File: src/rtl/hpc3_mul_bank.sv
// hpc3_mul_bank: NUM_CHANNELS HPC3 masked AND gadgets that share operand a, followed by optional output register stages.
// Optional macro HPC3_MUL_BANK_TXN_COUNT_EN adds a 16-bit accepted-transaction counter on out_txn_count.
module hpc3_mul_bank #(
    parameter int NUM_SHARES   = 3,
    parameter int BIT_WIDTH    = 1,
    parameter int NUM_CHANNELS = 2,
    parameter int PIPE_STAGES  = 0,
    localparam int NUM_QUADRATIC = NUM_SHARES * (NUM_SHARES - 1) / 2
) (
    input  logic                                          in_clock,
    input  logic                                          in_reset,
    input  logic                                          in_valid,
    input  logic [NUM_SHARES*BIT_WIDTH-1:0]               in_a,
    input  logic [NUM_CHANNELS*NUM_SHARES*BIT_WIDTH-1:0]  in_b,
    input  logic [NUM_CHANNELS*NUM_QUADRATIC*BIT_WIDTH-1:0] in_r,
    input  logic [NUM_CHANNELS*NUM_QUADRATIC*BIT_WIDTH-1:0] in_p,
    output logic [NUM_CHANNELS*NUM_SHARES*BIT_WIDTH-1:0]  out_c,
    output logic                                          out_valid,
    output logic [15:0]                                   out_txn_count
);

    // Handshake: valid-only. in_valid qualifies in_a/in_b/in_r/in_p for one cycle; there is
    // no ready, so the consumer must take out_c on every cycle out_valid is high.

    localparam int NP = NUM_SHARES - 1;
    localparam int CW = NUM_CHANNELS * NUM_SHARES * BIT_WIDTH;

    typedef logic [BIT_WIDTH-1:0] lane_t;

    if (NUM_SHARES < 2) begin : g_chk_shares
        $fatal(1, "hpc3_mul_bank: NUM_SHARES must be >= 2");
    end
    if (NUM_CHANNELS < 1) begin : g_chk_channels
        $fatal(1, "hpc3_mul_bank: NUM_CHANNELS must be >= 1");
    end
    if (PIPE_STAGES < 0 || PIPE_STAGES > 3) begin : g_chk_pipe
        $fatal(1, "hpc3_mul_bank: PIPE_STAGES must be in 0..3");
    end

    // Unordered pair (i,j) -> row-major index over i<j.
    function automatic int pair_idx(input int i, input int j);
        int lo;
        int hi;
        lo = (i < j) ? i : j;
        hi = (i < j) ? j : i;
        return lo * NUM_SHARES - (lo * (lo + 1)) / 2 + (hi - lo - 1);
    endfunction

    // Share i's m-th partner, skipping i itself.
    function automatic int partner(input int i, input int m);
        return (m < i) ? m : m + 1;
    endfunction

    lane_t [NUM_CHANNELS-1:0][NUM_SHARES-1:0]         ab_q, ab_d;
    lane_t [NUM_CHANNELS-1:0][NUM_SHARES-1:0][NP-1:0] u_q, u_d;
    lane_t [NUM_CHANNELS-1:0][NUM_SHARES-1:0][NP-1:0] v_q, v_d;

    always_comb begin
        lane_t a_s;
        lane_t b_s;
        lane_t r_s;
        lane_t p_s;
        int    j;
        int    q;
        a_s  = '0;
        b_s  = '0;
        r_s  = '0;
        p_s  = '0;
        j    = 0;
        q    = 0;
        ab_d = '0;
        u_d  = '0;
        v_d  = '0;
        for (int k = 0; k < NUM_CHANNELS; k++) begin
            for (int i = 0; i < NUM_SHARES; i++) begin
                a_s = in_a[i*BIT_WIDTH +: BIT_WIDTH];
                ab_d[k][i] = a_s & in_b[(k*NUM_SHARES + i)*BIT_WIDTH +: BIT_WIDTH];
                for (int m = 0; m < NP; m++) begin
                    j   = partner(i, m);
                    q   = pair_idx(i, j);
                    b_s = in_b[(k*NUM_SHARES + j)*BIT_WIDTH +: BIT_WIDTH];
                    // Only channel k's own r/p slice is ever touched here.
                    r_s = in_r[(k*NUM_QUADRATIC + q)*BIT_WIDTH +: BIT_WIDTH];
                    p_s = in_p[(k*NUM_QUADRATIC + q)*BIT_WIDTH +: BIT_WIDTH];
                    u_d[k][i][m] = a_s & (b_s ^ r_s);
                    v_d[k][i][m] = (~a_s & r_s) ^ p_s;
                end
            end
        end
    end

    // Gadget registers load only on accepted transactions so shares stay static while idle.
    always_ff @(posedge in_clock or negedge in_reset) begin
        if (!in_reset) begin
            ab_q <= '0;
            u_q  <= '0;
            v_q  <= '0;
        end else if (in_valid) begin
            ab_q <= ab_d;
            u_q  <= u_d;
            v_q  <= v_d;
        end
    end

    logic [CW-1:0] gadget_c;

    always_comb begin
        lane_t acc;
        acc      = '0;
        gadget_c = '0;
        for (int k = 0; k < NUM_CHANNELS; k++) begin
            for (int i = 0; i < NUM_SHARES; i++) begin
                acc = ab_q[k][i];
                for (int m = 0; m < NP; m++) begin
                    acc = acc ^ u_q[k][i][m] ^ v_q[k][i][m];
                end
                gadget_c[(k*NUM_SHARES + i)*BIT_WIDTH +: BIT_WIDTH] = acc;
            end
        end
    end

    // vld_q[s] travels alongside stage_c[s]; vld_q[0] marks fresh gadget contents.
    logic [PIPE_STAGES:0]         vld_q, vld_d;
    logic [PIPE_STAGES:0][CW-1:0] stage_c;

    always_comb begin
        vld_d    = '0;
        vld_d[0] = in_valid;
        for (int s = 1; s <= PIPE_STAGES; s++) begin
            vld_d[s] = vld_q[s-1];
        end
    end

    always_ff @(posedge in_clock or negedge in_reset) begin
        if (!in_reset) begin
            vld_q <= '0;
        end else begin
            vld_q <= vld_d;
        end
    end

    assign stage_c[0] = gadget_c;

    for (genvar s = 0; s < PIPE_STAGES; s++) begin : g_pipe
        logic [CW-1:0] data_q;
        always_ff @(posedge in_clock or negedge in_reset) begin
            if (!in_reset) begin
                data_q <= '0;
            end else if (vld_q[s]) begin
                data_q <= stage_c[s];
            end
        end
        assign stage_c[s+1] = data_q;
    end

    assign out_c     = stage_c[PIPE_STAGES];
    assign out_valid = vld_q[PIPE_STAGES];

`ifdef HPC3_MUL_BANK_TXN_COUNT_EN
    logic [15:0] txn_cnt_q, txn_cnt_d;

    assign txn_cnt_d = txn_cnt_q + 16'd1;

    always_ff @(posedge in_clock or negedge in_reset) begin
        if (!in_reset) begin
            txn_cnt_q <= '0;
        end else if (in_valid) begin
            txn_cnt_q <= txn_cnt_d;
        end
    end

    assign out_txn_count = txn_cnt_q;
`else
    assign out_txn_count = 16'd0;
`endif

endmodule

File: config.mk
export PLATFORM = sky130hd
export DESIGN_NAME = hpc3_mul_bank
export DESIGN_NICKNAME = d
export VERILOG_FILES = /design/src/rtl/hpc3_mul_bank.sv
export SDC_FILE = /design/constraint.sdc
export NUM_CORES = 1
export LEC_CHECK = 0
export CORE_MARGIN = 1.5
export CORE_UTILIZATION = 28
export CTS_BUF_LIST = sky130_fd_sc_hd__clkbuf_8
export CTS_CLUSTER_SIZE = 8
export DETAILED_ROUTE_END_ITERATION = 7
export GPL_TIMING_DRIVEN = 0
export PLACE_DENSITY = 0.5
export SYNTH_ARGS = -nofsm -noshare
export SYNTH_HDL_FRONTEND = slang
export SYNTH_SLANG_ARGS = --single-unit
File: constraint.sdc
create_clock -name in_clock -period 1.2 [get_ports in_clock]
set_input_delay 0.12 -clock in_clock [delete_from_list [all_inputs] [get_ports in_clock]]
set_output_delay 0.12 -clock in_clock [all_outputs]
set_load 0.005 [all_outputs]
Word-level counts from Yosys, hierarchy flattened
Cells that the tools add are included.

Register bits after elaboration: 31. Bits of input ports: 24. Output and inout port bits: 23. Logic and storage cells: 112.

Bitwise logic cells: 81.

Operator list (number): bitwise XOR 1 bit (48); AND 1 bit (30); inverter 1 bit (3).

Depth between registers and ports, before layout
Gate-level depths: netlist (run 1).

Depth in word-level cells: 4. Gate-level depth with buffers: 4. Gate-level depth less buffers: 3.

Least setup slack after synthesis (run 1)
No wires, ideal clock.

Path kind: register to output. From: reg ab_q[0] (netlist bit). To: out out_c[0]. Arrival time: 834 ps. Data required time: 1080 ps. Setup slack: 246 ps. Stages on the path, launching flop included: 4. Buffers on the path: 0. Cells stage by stage: dfrtp_1 > xnor2_1 > xnor2_1 > xnor2_1.

Cells in the longest elaborated chain, start to end: 4.

Ends and longest elaborated chain: start: declaration (line 54) `lane_t [NUM_CHANNELS-1:0][NUM_SHARES-1:0] ab_q, ab_d;`; start signal: assignment (line 95) `ab_q <= '0;`; start signal: assignment (line 99) `ab_q <= ab_d;`; bitwise XOR 1 bit (4 in series) (line 115) `acc = acc ^ u_q[k][i][m] ^ v_q[k][i][m];`; end: declaration (line 17) `output logic [NUM_CHANNELS*NUM_SHARES*BIT_WIDTH-1:0] out_c,`.

No other way between the ends.

Worst setup path in the final report (run 1)
From: reg v_q[3] (netlist bit). To: out out_c[1].

Cells in the longest elaborated chain, start to end: 1.

Ends and longest elaborated chain: start: declaration (line 56) `lane_t [NUM_CHANNELS-1:0][NUM_SHARES-1:0][NP-1:0] v_q, v_d;`; start signal: assignment (line 101) `v_q <= v_d;`; bitwise XOR 1 bit (line 115).

No other way between the ends.

==> reports/summary.txt, run 1 <==
Final period demand of the worst path: 1.457 ns
R2r endpoint: v_q[6]
Fillers: 635
DRT antenna net count: 0
First-pass GRT wire length: 6058 um
Via count: 1276
Origin of the critical flop-to-flop path: v_q[6]
Worst setup SP type: register
1st-iter DRT viols: 46
Area of the multi-input gates: 897.1 um^2
VDD IR max: 0.0004775 V
Worst-path maximum fanout: 2
Initial Util: 0.2953
Outcome: finished with violations
Failing checks: negative setup slack
Layout area overhead: 36.01%
Final Power: 3.346 mW
Final worst path period share: 1.214
Proportion of layout cells with a drive suffix above 1: 0.2458
GRT Overall Usage: 0.1255
Diode count: 0
# rows: 28
Syn Inst Count: 183
H-tree lvl count: 2
Worst Path Required: 1.08 ns
Detailed Routing Iterations Pass 1: 4
Global route hottest layer: met2
Worst EP arrival: 1.34 ns
WS Path Type: register to output pin
Grt ovf: 0
Initial antenna violation count: 0
Largest net degree at the start of global routing: 32
PortBufs: 30
CP max stage cell: dfrtp_1
I/O pin cnt: 47
Finished Cell Area: 0.002420 mm^2
# clock sinks: 31
Worst Min Path Start: in_valid
Met2 Use GR: 0.1984
Hold Path Class: primary input to register
Clock-pin slew on the worst setup and hold paths: 0.07 ns
Count of final hold-check violations: 0
Die X: 82.72 um
Post-synth cell types: 15
Syn_area_per_cell: 9.722 um^2
Power per standard cell area: 1383 mW/mm^2
Final worst setup slack: -0.2569 ns
R2R cell count: 3
Nature of the critical path endpoint: output pin
Die ar.: 0.006842 mm^2
TritonCTS clock tree: yes
Slew Viols, Final: 0
Cell Area, Synth: 0.001779 mm^2
Core area: 0.006026 mm^2
Met3 Usage GRT: 0.02967
Final core utilization: 0.4016
Max Buffers Root-to-Sink: 2
Total wire length: 3849 um
Later-pin clock latency in the skew report: 0.29 ns
WHS Endpoint: out_valid
Final #Nets: 263
Hold-critical path depth: 1
GPL Wtd Cong: 0.7222
Finish-stage setup viols: 6
Vias per cell: 4.051
Worst stage delay on the critical path: 0.41 ns
Setup Skew: 0 ns
DRC: 0
DP Worst Slack: -0.3497 ns
Most frequent CP cell: xnor2_1
RSZ-0062 raised after global routing: yes
Met1 GRT Util: 0.1607
Max-cap violations: 0
Sequential-to-total area share from yosys stat: 0.4360
CTS root buffer: clkbuf_8
Slew @ Worst Pin: 0.6992 ns
Routed wire per std cell: 12.22 um
Post-DP HPWL: 2804 um
Cell chain of the critical path: xnor2_2 > xnor2_1 > xnor2_1 > buf_2
Register area: 775.7 um^2
Relative slew slack: 0.5339
Max Clk Rate: 0.6864 GHz
Vias in the first global route: 1207
Flops & latches, synth: 31
Pleak: 1.071 nW
Die Height: 82.72 um
YS warnings: 0
Area after DPL: 0.002225 mm^2
TritonCTS Buffers: 5
R2r setup slk: 0.40 ns
-- power breakdown --
group	internal, mW	leakage [nW]	switching (mW)
registers	1.15	0.379	0.0893
clock network	0.821	0.0695	0.406
logic	0.517	0.622	0.360
-- metrics by stage --
| step | hold WS, ns | setup TNS, ns | std cells |
|---|---|---|---|
| after floorplan | -0.1756 | 0 | 198 |
| after global routing | 0.3049 | -1.679 | 315 |
| after detailed placement | 0.2087 | -6.631 | 303 |
| after global placement | 0.5329 | -25.31 | 303 |
| after CTS | 0.2823 | -1.448 | 313 |
| final | 0.2871 | -1.277 | 315 |
-- logic make-up after synthesis --
family          count (synthesis)  synth area share
xor+xnor                       48            0.2363
buf+inv                        40            0.1252
simple gates                   33            0.1076
flops                          31            0.4360
compound gates                 30           0.09283
other cells                     1          0.002108
-- flip-flops by register name, summed over array words and instances (netlist names) --
| name | flops |
|---|---|
| u_q | 12 |
| out_valid | 1 |
| v_q | 12 |
| ab_q | 6 |
-- worst max path at each step --
stage / from / slack [ns] / to
6_report: v_q[3] / -0.26 / out_c[1]
5_1_grt: v_q[3] / -0.31 / out_c[1]
4_1_cts: v_q[3] / -0.29 / out_c[1]
3_5_place_dp: ab_q[4] / -0.35 / out_c[4]
3_3_place_gp: in_reset / -0.62 / v_q[10]
2_1_floorplan: ab_q[0] / 0.25 / out_c[0]
-- final cells by class --
class,instances,share of cell area
Timing Repair Buffer,34,0.1225
Buffer,22,0.06463
Clock inverter,3,0.02637
Tap cell,75,0.03878
Clock buffer,5,0.02844
Inverter,18,0.02792
Sequential cell,31,0.3206
Multi-Input combinational cell,127,0.3707
-- Yosys cell counts --
library cell  count  area [um^2]
and2b_2          12        105.1
buf_2             4        20.02
dfrtp_1          31        775.7
nand2_1           3        11.26
o22ai_1          12        75.07
a21oi_1          12        60.06
o21ai_0           6        30.03
clkbuf_1          1        3.750
inv_1            18        67.56
buf_4            16        120.1
xnor2_1          48        420.4
buf_6             1        11.26
nor2_1           12        45.04
conb_1            1        3.750
nand3_1           6        30.03
-- metal layers --
metal  wire length, um  part of all wire
met5                 0                 0
met3               196             0.051
met1              1718              0.45
met4                48             0.012
met2              1885              0.49
-- what timing repair did --
item                                   in CTS  in global routing
endpoints found under the hold margin      31                  0
setup endpoints to repair                  11                  6
pin swaps                                  17                 10
hold buffers                                1                  0
setup buffers                               1                  2
resized for setup                          29                  5
-- worst max-delay path: cells and delay by family, from the launching register on --
family                    cells  cell delay, ns
xor gates and xnor gates      3            0.49
DFF                           1            0.41
buffers and inverters         1            0.15
-- layout by cell type, fill, tap and decap left out, drive strengths merged --
cell           instances
a21oi                 12
and2b                 12
buf                   31
bufinv                 2
clkbuf                 6
clkdlybuf4s50         22
conb                  16
dfrtp                 31
dlygate4sd2            1
dlygate4sd3            1
inv                   19
nand2                  3
nand3                  6
nor2                  12
o21ai                  6
o22ai                 12
xnor2                 48
Note: power is estimated with default switching activity, not from simulation.
==> run 2, diff against run 1 <==
--- a/config.mk
+++ b/config.mk
@@ -6,12 +6,12 @@
 export NUM_CORES = 1
 export LEC_CHECK = 0
 export CORE_MARGIN = 1.5
-export CORE_UTILIZATION = 28
+export CORE_UTILIZATION = 50
 export CTS_BUF_LIST = sky130_fd_sc_hd__clkbuf_8
 export CTS_CLUSTER_SIZE = 8
 export DETAILED_ROUTE_END_ITERATION = 7
 export GPL_TIMING_DRIVEN = 0
-export PLACE_DENSITY = 0.5
+export PLACE_DENSITY = 0.81
 export SYNTH_ARGS = -nofsm -noshare
 export SYNTH_HDL_FRONTEND = slang
 export SYNTH_SLANG_ARGS = --single-unit
==> run 2 against run 1 <==
  * The flow still finishes with violations (negative setup slack)
  * Sequential share of layout area rose by 0.39 points
  * Power fell by 4.4%
  * Sequential cell count did not move
  * Combinational power rose by 2.4%
  * Die area fell by 43%
  * Via count rose by 3.6%
  * Maximum frequency rose by 0.93%
  * Final area fell by 1.2%
  * Clock-buffer cell count rose by 1
  * Final cell count fell by 8.3%
==> reports/summary.txt, run 2 (synthesis gave the netlist of run 1 again) <==
# clock sinks: 31
Relative slew slack: 0.5469
Max Buffers Root-to-Sink: 2
Nature of the critical path endpoint: output pin
Vias in the first global route: 1255
Die X: 62.65 um
Fillers: 265
Final Power: 3.200 mW
Routed wire per std cell: 12.51 um
PortBufs: 30
Vias per cell: 4.574
H-tree lvl count: 2
Final worst path period share: 1.203
Max Clk Rate: 0.6928 GHz
Proportion of layout cells with a drive suffix above 1: 0.2593
Met2 WL: 1781 um
Power per standard cell area: 1338 mW/mm^2
Largest net degree at the start of global routing: 32
WS Path Type: register to output pin
Finish-stage setup viols: 6
TritonCTS clock tree: yes
Commonest cells after routing, fill and taps aside: 40 x xnor2_1, 31 x dfrtp_1, 22 x buf_4, 22 x clkdlybuf4s50_1, 18 x inv_1
DRC: 0
Final #Nets: 266
Worst Path Required: 1.08 ns
Most common cell after layout, fill and taps aside: xnor2_1
GPL Wtd Cong: 0.7562
Outcome: finished with violations
VDD IR max: 0.0007162 V
First-pass GRT wire length: 5851 um
Hold Path Class: primary input to register
Top layer in use: met4
Slew Viols, Final: 0
Worst setup SP type: register
Post-DP HPWL: 2519 um
DP Worst Slack: -0.5189 ns
Later-pin clock latency in the skew report: 0.28 ns
Final worst setup slack: -0.2435 ns
Pleak: 1.078 nW
Max-cap violations: 0
R2r setup slk: 0.34 ns
Grt ovf: 0
Die Height: 62.65 um
Total wire length: 3615 um
Clock-pin slew on the worst setup and hold paths: 0.06 ns
GRT Overall Usage: 0.1966
RSZ-0062 raised after global routing: yes
Slew @ Worst Pin: 0.6796 ns
WL met1: 1612 um
Area after DPL: 0.002193 mm^2
Count of final hold-check violations: 0
Diode count: 0
Worst EP arrival: 1.32 ns
Register area: 775.7 um^2
I/O pin cnt: 47
Core area: 0.003363 mm^2
Initial Util: 0.5290
Via count: 1322
Worst-path maximum fanout: 2
CTS root buffer: clkbuf_8
Setup TNS Final: -1.312 ns
DRT antenna net count: 0
Initial antenna violation count: 0
Hold_ws: 0.3177 ns
Layout area overhead: 34.39%
Die ar.: 0.003925 mm^2
Metal3 WL: 161 um
1st-iter DRT viols: 33
Top flop regs: u_q: 12 flops, v_q: 12 flops, ab_q: 6 flops
Finished Cell Area: 0.002391 mm^2
Area of the multi-input gates: 897.1 um^2
Setup Skew: 0 ns
Detailed Routing Iterations Pass 1: 4
# rows: 21
Failing checks: negative setup slack
Final period demand of the worst path: 1.443 ns
TritonCTS Buffers: 5
run 2: cell count changes in the layout (fill, tap and decap cells not counted), sizes merged:
cell    before  now
buf         31   34
bufinv       2    1
clkbuf       6    7
clkinv       0    1
inv         19   18
run 2: where the power goes:
group          switching (mW)  total (mW)  internal [mW]
clock                   0.385        1.06          0.671
sequential             0.0912        1.24           1.15
combinational           0.370       0.899          0.529
run 2: routing by layer:
layer  global-route usage  vias up
met2               0.3118       37
met3              0.04324        4
met4              0.08333        0
met1               0.2603      614
li1                     -      667
met5                    0        -
run 2: what timing repair did:
item / CTS / global route
resized for setup: 30 / 6
cloned: 0 / 0
hold buffers: 0 / 1
buffers inserted: 4 / 2
pin swaps: 17 / 8
endpoints found under the setup margin: 38 / 16
endpoints found under the hold margin: 0 / 31
run 2: per-stage QoR:
| stage | instances | util |
|---|---|---|
| after floorplan | 198 | - |
| after global placement | 274 | 0.6522 |
| after detailed placement | 274 | 0.6522 |
| after CTS | 286 | 0.6953 |
| after global routing | 289 | 0.7109 |
| final | 289 | 0.7109 |
run 2: layout make-up:
class / instances / share of cell area
well taps: 46 / 0.02407
plain buffers: 22 / 0.06541
inverters: 18 / 0.02826
repair buffers: 37 / 0.1334
clock buffers: 6 / 0.03454
clock inverters: 2 / 0.01465
multi-input cells: 127 / 0.3752
flip-flops and latches: 31 / 0.3244
run 2: path summary, 6_finish.rpt:
check / startpoint / endpoint / cells after the start
max: v_q[2] / out_c[1] / 4
min: in_valid / out_valid / 1
max reg2reg: v_q[9] / v_q[9] / 3
min reg2reg: v_q[0] / v_q[0] / 2
max in group asynchronous: in_reset / u_q[0] / 2
min in group asynchronous: in_reset / u_q[10] / 2
run 2: critical path, stage by stage (launching register included):
cell and delay (ns):
dfrtp_1 0.41, xnor2_2 0.15, xnor2_1 0.18, xnor2_1 0.16, buf_2 0.14
